**src/rtl/prog_mem.sv**
```systemverilog
// Loadable program memory: clears to NOP after reset, serves registered fetches,
// reloads through a valid/ready port. Define PROG_MEM_PARITY_EN for loader parity checking.
//
// state   | meaning
// --------+---------------------------------------------------------------
// S_CLEAR | writing NOP to every word after reset, wp sweeps 0..DEPTH-1
// S_RUN   | serving fetches, waiting for load_start
// S_LOAD  | accepting loader words at wp
// S_FILL  | padding the rest of a short program with NOP
module prog_mem #(
    parameter int DATA_W = 16,
    parameter int ADDR_W = 4
) (
    input  logic              clk,
    input  logic              rst_n,
    input  logic              load_start,
    input  logic              load_valid,
    input  logic [DATA_W-1:0] load_data,
    input  logic              load_last,
    input  logic              load_par,
    output logic              load_ready,
    output logic              load_done,
    output logic              load_err,
    input  logic              fetch_req,
    input  logic [ADDR_W-1:0] fetch_addr,
    output logic              fetch_valid,
    output logic [DATA_W-1:0] instruction,
    output logic              busy
);

    localparam int DEPTH = 2**ADDR_W;
    localparam logic [ADDR_W-1:0] WP_LAST = ADDR_W'(DEPTH - 1);

    localparam logic [1:0] S_CLEAR = 2'd0;
    localparam logic [1:0] S_RUN   = 2'd1;
    localparam logic [1:0] S_LOAD  = 2'd2;
    localparam logic [1:0] S_FILL  = 2'd3;

    logic [1:0]        state;
    logic [ADDR_W-1:0] wp;
    logic [DATA_W-1:0] mem [DEPTH];
    logic              xfer;
    logic              par_bad;
    logic              mem_we;
    logic [DATA_W-1:0] mem_wdata;

    assign load_ready = (state == S_LOAD);
    assign busy       = (state != S_RUN);
    assign xfer       = load_ready & load_valid;

`ifdef PROG_MEM_PARITY_EN
    assign par_bad = ^load_data ^ load_par;
`else
    logic unused_par;
    assign par_bad    = 1'b0;
    assign unused_par = load_par;
`endif

    // A word with bad parity is replaced by NOP but still consumes its slot.
    assign mem_we    = (state == S_CLEAR) | (state == S_FILL) | xfer;
    assign mem_wdata = (xfer && !par_bad) ? load_data : '0;

    always_ff @(posedge clk) begin
        if (mem_we)
            mem[wp] <= mem_wdata;
    end

    always_ff @(posedge clk or negedge rst_n) begin
        if (!rst_n) begin
            state     <= S_CLEAR;
            wp        <= '0;
            load_done <= 1'b0;
        end else begin
            load_done <= 1'b0;
            case (state)
                S_CLEAR: begin
                    wp <= wp + 1'b1;
                    if (wp == WP_LAST)
                        state <= S_RUN;
                end
                S_RUN: begin
                    if (load_start) begin
                        state <= S_LOAD;
                        wp    <= '0;
                    end
                end
                S_LOAD: begin
                    if (load_valid) begin
                        wp <= wp + 1'b1;
                        if (wp == WP_LAST) begin
                            state     <= S_RUN;
                            load_done <= 1'b1;
                        end else if (load_last) begin
                            state <= S_FILL;
                        end
                    end
                end
                S_FILL: begin
                    wp <= wp + 1'b1;
                    if (wp == WP_LAST) begin
                        state     <= S_RUN;
                        load_done <= 1'b1;
                    end
                end
                default: state <= S_CLEAR;
            endcase
        end
    end

    always_ff @(posedge clk or negedge rst_n) begin
        if (!rst_n) begin
            fetch_valid <= 1'b0;
            instruction <= '0;
        end else if (state == S_RUN && fetch_req) begin
            fetch_valid <= 1'b1;
            instruction <= mem[fetch_addr];
        end else begin
            fetch_valid <= 1'b0;
        end
    end

`ifdef PROG_MEM_PARITY_EN
    always_ff @(posedge clk or negedge rst_n) begin
        if (!rst_n)
            load_err <= 1'b0;
        else if (state == S_RUN && load_start)
            load_err <= 1'b0;
        else if (xfer && par_bad)
            load_err <= 1'b1;
    end
`else
    assign load_err = 1'b0;
`endif

endmodule
```
**config.mk**
```make
export PLATFORM = sky130hd
export DESIGN_NAME = prog_mem
export DESIGN_NICKNAME = d
export VERILOG_FILES = /design/src/rtl/prog_mem.sv
export SDC_FILE = /design/constraint.sdc
export NUM_CORES = 1
export LEC_CHECK = 0
export CORE_ASPECT_RATIO = 0.6
export CORE_UTILIZATION = 55
export DETAILED_ROUTE_END_ITERATION = 7
export DONT_BUFFER_PORTS = 1
export PLACE_DENSITY = 0.69
export SETUP_SLACK_MARGIN = 0.15
export SLEW_MARGIN = 40
export SYNTH_ARGS = -nofsm -noshare
export SYNTH_HDL_FRONTEND = slang
export SYNTH_SLANG_ARGS = --single-unit
```
**constraint.sdc**
```tcl
create_clock -name clk -period 2.55 [get_ports clk]
set_clock_uncertainty 0.05 [all_clocks]
set_input_delay 0.51 -clock clk [delete_from_list [all_inputs] [get_ports clk]]
set_output_delay 0.51 -clock clk [all_outputs]
set_load 0.005 [all_outputs]
```
**Yosys cells after proc, flatten, opt, wreduce, memory -nomap -nowiden**

Memories as Yosys holds them, arrays and structs flattened. A register that Yosys moved wholly into a read port is not among the register bits.
Cells that the tools add are included.

- Register bits after elaboration: 8
- Latch bits: 0
- Bits in writable memories: 256
- ROM bits: 0
- Input bits: 27
- Output and inout bits: 21
- Word-level logic and storage cells: 40
- Memories: 1

- Add/sub/neg operators: 1
- Multipliers: 0
- Divide/modulo/power cells: 0
- Order comparisons: 0
- Equal/unequal tests: 9
- Shift-type cells: 0
- Muxes and demuxes: 16
- Bitwise operators: 3
- Reduce and logical (&&, ||, !) cells: 6

Memory list:

| memory | depth | width | rd ports | clocked after memory_dff | write ports | RTL line | RTL |
|---|---|---|---|---|---|---|---|
| mem | 16 | 16 | 1 | 1 | 1 | 41 | `logic [DATA_W-1:0] mem [DEPTH];` |

Operator list:

| cell | count |
|---|---|
| two-way mux 16 bit | 1 |
| one-hot mux 4 bit (3 select lines) | 1 |
| two-way mux 2 bit | 5 |
| two-way mux 4 bit | 2 |
| one-hot mux 2 bit (3 select lines) | 1 |
| two-way mux 1 bit | 5 |
| adder 4 x 1 -> 4 bit, second input constant | 1 |
| equality test 2 bit, second input constant | 2 |
| equality test 4 bit, second input constant | 1 |
| inequality test 2 x 1 -> 1 bit, second input constant | 2 |
| inequality test 2 bit, second input constant | 2 |
| AND reduction 4 bit | 1 |
| inequality test 3 x 2 -> 1 bit, second input constant | 1 |
| equality test 2 x 1 -> 1 bit, second input constant | 1 |
| logical NOT 2 bit | 1 |
| OR 1 bit | 2 |
| one-hot mux 1 bit (2 select lines) | 1 |
| AND reduction 2 bit | 1 |
| OR reduction 2 bit | 1 |
| AND 1 bit | 1 |
| logical AND 1 bit | 1 |
| logical NOT 1 bit | 1 |

**Depth between registers and ports, before layout**

Gate-level depths: netlist of the first run.

- Word-level depth: 5
- Depth in mapped cells: 7
- Depth with buffers taken out: 6

**Worst setup path after synthesis of the first run**

OpenSTA, ideal clock, no wires.

- Path type: flip-flop to flip-flop
- From: reg state[0]
- To: mem mem[2][0] (enable)
- Library setup time: 0.409 ns
- Arrival time: 2.203 ns
- Data required time: 2.091 ns
- Path slack: -0.112 ns
- Stages on the path, launching flop included: 6
- Buffers on the path: 0
- Period minus slack after synthesis: 2.662 ns
- Path through: dfrtp_1 -> inv_1 -> ha_1 -> a21o_1 -> nand2_1 -> nor3_1

- Longest elaborated chain between the ends: 5
- Elaborated cells on any way between the ends: 8
- Classes of those cells: eq/ne (2); mux (2); bitwise (3); reduce/logical (1)

RTL lines:

| what | RTL line | RTL |
|---|---|---|
| start: declaration | 39 | `logic [1:0] state;` |
| start signal: assignment | 70 | `state <= S_CLEAR;` |
| start signal: assignment | 79 | `state <= S_RUN;` |
| start signal: assignment | 83 | `state <= S_LOAD;` |
| equality test 2 bit | 47 | `assign load_ready = (state == S_LOAD);` |
| via load_ready | 21 | `output logic load_ready,` |
| AND 1 bit | 49 | `assign xfer = load_ready & load_valid;` |
| OR 1 bit | 60 | `assign mem_we = (state == S_CLEAR) \| (state == S_FILL) \| xfer;` |
| two-way mux 1 bit | 64 | `if (mem_we)` |
| two-way mux 1 bit (not written as such) | 65 | `mem[wp] <= mem_wdata;` |
| end: declaration | 41 |  |

The timed path passes the listed nets, and every way through them passes these cells.

**Worst setup path after layout of the first run**

- From: reg state[0]
- To: mem mem[9][13] (enable)

- Longest elaborated chain between the ends: 5
- Elaborated cells on any way between the ends: 8
- Classes of those cells: eq/ne (2); mux (2); bitwise (3); reduce/logical (1)

RTL lines:

| what | RTL line |
|---|---|
| equality test 2 bit, or another cell as far along | 60 |
| OR 1 bit / AND 1 bit (equally long branches) | 60, 49 |
| OR 1 bit * | 60 |
| two-way mux 1 bit * | 64 |
| two-way mux 1 bit (not written as such) * | 65 |

Mark *: on every way between the ends. The rest lies on a longest branch, timed or not.

==> results of run 1 <==
worst reg2reg max path, cell delays in order, from the launching register on:
cell	delay, ns
dfrtp_1	0.40
inv_1	0.08
ha_1	0.32
a21o_1	0.17
nand2_1	0.20
nor2_2	0.42
buf_4	0.27
how the worst max path moves through the flow:
stage	depth (start not counted)	slack, ns	end
after floorplan	5	0.31	mem[10][0]
after global placement	6	0.42	mem[9][8]
after detailed placement	6	0.34	mem[9][13]
after CTS	6	0.33	mem[9][13]
after global routing	6	0.24	mem[9][13]
final	6	0.34	mem[9][13]
cell families (layout without fill, tap and decap cells):
logic type,after synthesis,count (layout),synth area share
flops,280,280,0.745
simple gates,151,151,0.0649
mux,129,129,0.116
compound gates,63,63,0.0408
buf+inv,46,85,0.0237
fa+ha+maj,8,8,0.00900
other cells,1,2,0.000337
registers in the layout, summed over array words and instances (netlist names):
name	flops
instruction	16
mem	256
state	2
load_done	1
wp	4
fetch_valid	1
power by group:
| group | internal [W] | leakage, nW | switching [W] |
|---|---|---|---|
| clock | 0.00198 | 0.364 | 0.00151 |
| sequential | 0.00603 | 2.67 | 0.000389 |
| combinational | 0.000603 | 1.49 | 0.00131 |
layout make-up:
class | instances | area share
Timing Repair Buffer | 34 | 0.0219
Multi-Input combinational cell | 352 | 0.215
Antenna cell | 1 | 0.000203
Inverter | 7 | 0.00213
Clock buffer | 40 | 0.0570
Sequential cell | 280 | 0.672
Tap cell | 266 | 0.0270
Clock inverter | 4 | 0.00396
Yosys cell counts, drive strengths merged (2+ instances only):
cell type    n  area, um^2
inv          7        26.3
nand2b       4        25.0
a21oi        3        15.0
nand2       56         210
a22oi       48         360
nor3         4        20.0
nor2b        3        18.8
nor2        15        58.8
dfrtp       24         601
ha           8         100
mux2i      129        1290
edfxtp     256        7690
o21ai        6        30.0
nand4       16         100
nand3       34         170
buf         27         191
o31ai        2        15.0
and3        17         106
clkbuf      12        46.3
routing by layer:
| layer | GRT usage | up-vias | routed length, um | share of wire |
|---|---|---|---|---|
| met2 | 0.382 | 220 | 11200 | 0.47 |
| met1 | 0.336 | 2993 | 10100 | 0.42 |
| met3 | 0.0445 | 52 | 1860 | 0.078 |
| met4 | 0.0776 | 0 | 629 | 0.026 |
| met5 | 0 | - | 0 | 0 |
| li1 | - | 2659 | - | - |
stage by stage:
step                      hold WS (ns)  power (W)  std cells  setup slack [ns]
after floorplan                  0.164    0.00758        678             0.315
after global placement           0.165    0.00826        937             0.420
after detailed placement         0.165    0.00841        937             0.342
after CTS                       0.0971     0.0119        983             0.326
after global routing             0.110     0.0123        984             0.242
final                            0.113     0.0118        984             0.337
==> flow_summary.json, run 1 <==
{
  "status": "finished, final reports clean",
  "numPortBuffers": 0,
  "regToRegSetupSlack_ns": 0.34,
  "leakage_nw": 4.53,
  "wl_mm": 23.8,
  "synth.yosys.seq_area_share": 0.745,
  "ios": 48,
  "grt_max_degree": 129,
  "ys.flop_type": "edfxtp_1",
  "syn_to_final_growth_pct": 10.8,
  "post_cts_buffers": 0,
  "ir_drop_v": 0.000499,
  "slowest_stage": "nor2_2",
  "worst_pin_slew_ns": 0.616,
  "clk_latency_ns": 0.51,
  "nNetsFinal": 735,
  "htree_levels": 1,
  "reg2reg_to": "mem[9][13]",
  "maxCapViolCount": 0,
  "ctsHoldBuffers": 2,
  "grt_usage": 0.239,
  "cp-end-kind": "register",
  "setup-tns-final_ns": 0,
  "via_per_inst": 6.02,
  "clockRootBuffer": "clkbuf_16",
  "drc_errors": 0,
  "grt_first_pass_wirelength_mm": 35.8,
  "worstPathMaxFanout": 7,
  "r2r_cells": 6,
  "fp.dieH_um": 112,
  "regArea_um2": 8290,
  "timing.final.max_slew_violations": 0,
  "slew_headroom": 0.589,
  "crit_type": "reg2reg",
  "die_x_um": 186,
  "drtIter0Drc": 502,
  "period_minus_slack_ns": 2.21,
  "path_clk_slew_ns": 0.06,
  "syn-cell-area_um2": 11100,
  "ctsResizeCount": 0,
  "synth.distinct_cells": 32,
  "tritoncts": "built",
  "hold_violations": 0,
  "clockBufferDepth": 3,
  "synth_edf_count": 256,
  "rows": 39,
  "clock-sinks": 280,
  "crit_family": "simple AND/OR/NAND/NOR gates",
  "fmaxAchievable_mhz": 452,
  "final_common_cell": "edfxtp_1",
  "cp.arrival_ns": 2.38,
  "hpwlAfterDp_mm": 13.7,
  "power_density_nw_per_um2": 959,
  "reg2reg_from": "state[0]",
  "hold_path_depth": 2,
  "vias": 5924,
  "multi_input_area_um2": 2650,
  "min_to": "load_done",
  "crit_path_cell_trace": "inv_1 -> ha_1 -> a21o_1 -> nand2_1 -> nor2_2 -> buf_4",
  "synth_fp_nets": 713,
  "start_util": 0.573,
  "hold_path_startpoint": "load_valid",
  "crit_start": "state[0]",
  "design_area_um2": 12300,
  "grt_overflow": 0,
  "grt_pass1_vias": 6025,
  "hold_path_class": "in2reg",
  "period_share": 0.868,
  "final_util": 0.635,
  "crit_buf_inv": 2,
  "fillers": 1423,
  "firstDrtPassIters": 5,
  "syn_inst": 678,
  "place_congestion": 0.762,
  "antenna_found_initial": 1,
  "cts_buffers": 25,
  "required_ns": 2.72,
  "layout-drive-gt1-share": 0.120,
  "antenna_left": 0,
  "placed_cell_area_um2": 11500,
  "slowest_delay_ns": 0.42,
  "ys_seq_elements": 280,
  "async_flop_share": 0.0857,
  "wl_per_cell_um": 24.2,
  "finalSetupViolCount": 0,
  "yosysWarnings": 0,
  "avgSynthCellArea_um2": 16.4,
  "start_kind": "register",
  "core_um2": 19400,
  "mostFrequentLayoutCells": "edfxtp_1 (256), mux2i_1 (129), nand2_1 (56), a22oi_1 (48), nand3_1 (34)",
  "rsz0062_at_grt": "no",
  "die_area_um2": 20800
}
(Power assumes the default switching activity.)
==> run 2, diff against run 1 <==
--- a/config.mk
+++ b/config.mk
@@ -5,7 +5,6 @@
 export SDC_FILE = /design/constraint.sdc
 export NUM_CORES = 1
 export LEC_CHECK = 0
-export CORE_ASPECT_RATIO = 0.6
 export CORE_UTILIZATION = 55
 export DETAILED_ROUTE_END_ITERATION = 7
 export DONT_BUFFER_PORTS = 1
==> run 2 against run 1 <==
Effect of this change:
- non-clock buffer count shrank 2
- die area about the same
- highest routed layer unchanged
- critical endpoint is now mem[0][4]
- combinational power shrank 3%
- final area is 0.99% higher
- worst setup slack improved by 0.12 ns
==> flow_summary.json, run 2 (synthesized netlist as in run 1, its figures left out) <==
{
  "timing.final.max_slew_violations": 0,
  "layout-drive-gt1-share": 0.129,
  "ir_drop_v": 0.000764,
  "final_common_cell": "edfxtp_1",
  "clk_latency_ns": 0.53,
  "numPortBuffers": 0,
  "largest_reg_flops": 256,
  "rows": 51,
  "status": "finished, final reports clean",
  "crit_end": "mem[0][4]",
  "power_density_nw_per_um2": 983,
  "antenna_found_initial": 1,
  "hold_path_class": "in2reg",
  "path_clk_slew_ns": 0.06,
  "syn_to_final_growth_pct": 11.9,
  "ios": 48,
  "mostFrequentLayoutCells": "edfxtp_1 (256), mux2i_1 (129), nand2_1 (56), a22oi_1 (48), nand3_1 (34)",
  "drc_errors": 0,
  "firstDrtPassIters": 5,
  "crit_type": "reg2reg",
  "grt_pass1_vias": 6082,
  "r2r_cells": 6,
  "hpwlAfterDp_mm": 13.4,
  "wl_mm": 23.3,
  "cts_buffers": 28,
  "grt_first_pass_wirelength_mm": 35.1,
  "wl_per_cell_um": 23.6,
  "die_area_um2": 20800,
  "place_congestion": 0.788,
  "antenna_left": 0,
  "worstPathMaxFanout": 13,
  "fmaxAchievable_mhz": 479,
  "cp-end-kind": "register",
  "via_per_inst": 5.97,
  "grt_overflow": 0,
  "largest-register": "mem",
  "setup-tns-final_ns": 0,
  "start_util": 0.566,
  "setup_ws_ns": 0.461,
  "slew_headroom": 0.585,
  "core_um2": 19700,
  "regToRegSetupSlack_ns": 0.46,
  "required_ns": 2.71,
  "grt_max_degree": 129,
  "maxCapViolCount": 0,
  "post_cts_buffers": 0,
  "post-place-ws_ns": 0.495,
  "clock-sinks": 280,
  "multi_input_area_um2": 2630,
  "rsz0062_at_grt": "no",
  "fp.dieH_um": 144,
  "finalSetupViolCount": 0,
  "nNetsFinal": 736,
  "reg2reg_from": "state[0]",
  "clockBufferDepth": 3,
  "worst_pin_slew_ns": 0.623,
  "grt_usage": 0.235,
  "regArea_um2": 8290,
  "fillers": 1410,
  "reg_top3": "mem: 256 flops, instruction: 16 flops, wp: 4 flops",
  "reg2reg_to": "mem[0][4]",
  "vias": 5909,
  "tritoncts": "built",
  "start_kind": "register",
  "die_x_um": 144,
  "drtIter0Drc": 364,
  "period_minus_slack_ns": 2.09,
  "clockRootBuffer": "clkbuf_16",
  "period_share": 0.819,
  "crit_start": "state[0]",
  "htree_levels": 1,
  "hold_violations": 0,
  "cp.arrival_ns": 2.24,
  "leakage_nw": 4.60
}
==> run 2: changes by cell type in the layout (fill, tap and decap cells not counted) <==
cell	delta
clkbuf_1	-1
clkinv_2	+2
nor3_2	+4
clkinv_4	-1
nor3_4	-4
inv_6	+1
clkbuf_8	+2
clkbuf_16	+4
buf_4	-2
bufinv_16	+1
==> run 2: final cells by class <==
class | instances | share of cell area
Clock inverter | 7 | 0.00714
Antenna cell | 1 | 0.000201
Inverter | 7 | 0.00211
Clock buffer | 45 | 0.0663
Sequential cell | 280 | 0.666
Multi-Input combinational cell | 352 | 0.211
Timing Repair Buffer | 32 | 0.0205
Tap cell | 265 | 0.0266
==> run 2: worst max-delay path, cell delays in order, from the launching register on <==
cell and delay [ns]:
dfrtp_1 0.41, inv_1 0.10, ha_1 0.31, a21o_1 0.23, nand2_1 0.17, nor3_2 0.18
buf_4 0.31
==> run 2: metrics by stage <==
stage / utilization / power, W / instance area, um^2 / hold WS (ns) / cells
floorplan: - / 0.00758 / 11100 / 0.164 / 678
global placement: 0.585 / 0.00822 / 11500 / 0.165 / 934
detailed placement: 0.585 / 0.00834 / 11500 / 0.165 / 934
CTS: 0.633 / 0.0123 / 12400 / 0.0861 / 988
global route: 0.633 / 0.0127 / 12400 / 0.111 / 989
finish: 0.633 / 0.0122 / 12400 / 0.104 / 989
==> run 2: worst min-delay path by stage <==
| stage | slack [ns] | to | start | cells after the start |
|---|---|---|---|---|
| final | 0.10 | load_done | load_valid | 2 |
| after global routing | 0.11 | load_done | load_valid | 2 |
| after CTS | 0.09 | load_done | load_valid | 2 |
| after detailed placement | 0.17 | wp[1] | rst_n | 0 |
| after global placement | 0.17 | load_done | rst_n | 0 |
| after floorplan | 0.16 | fetch_valid | rst_n | 0 |
==> run 2: what timing repair did <==
action,CTS,global route
gates resized for setup,0,0
hold buffers,2,0
endpoints found under the hold margin,24,0
==> run 2: metal layers <==
layer  global-route usage  routed length (um)
met1                0.294                9180
met4               0.0925                 745
met2                0.401               11800
met5                    0                   0
met3               0.0510                1590
==> run 2: where the power goes <==
part           total (W)  internal (W)  switching [W]
clock            0.00399       0.00241        0.00157
sequential       0.00640       0.00603       0.000366
combinational    0.00186      0.000600        0.00126
total             0.0122       0.00905        0.00319
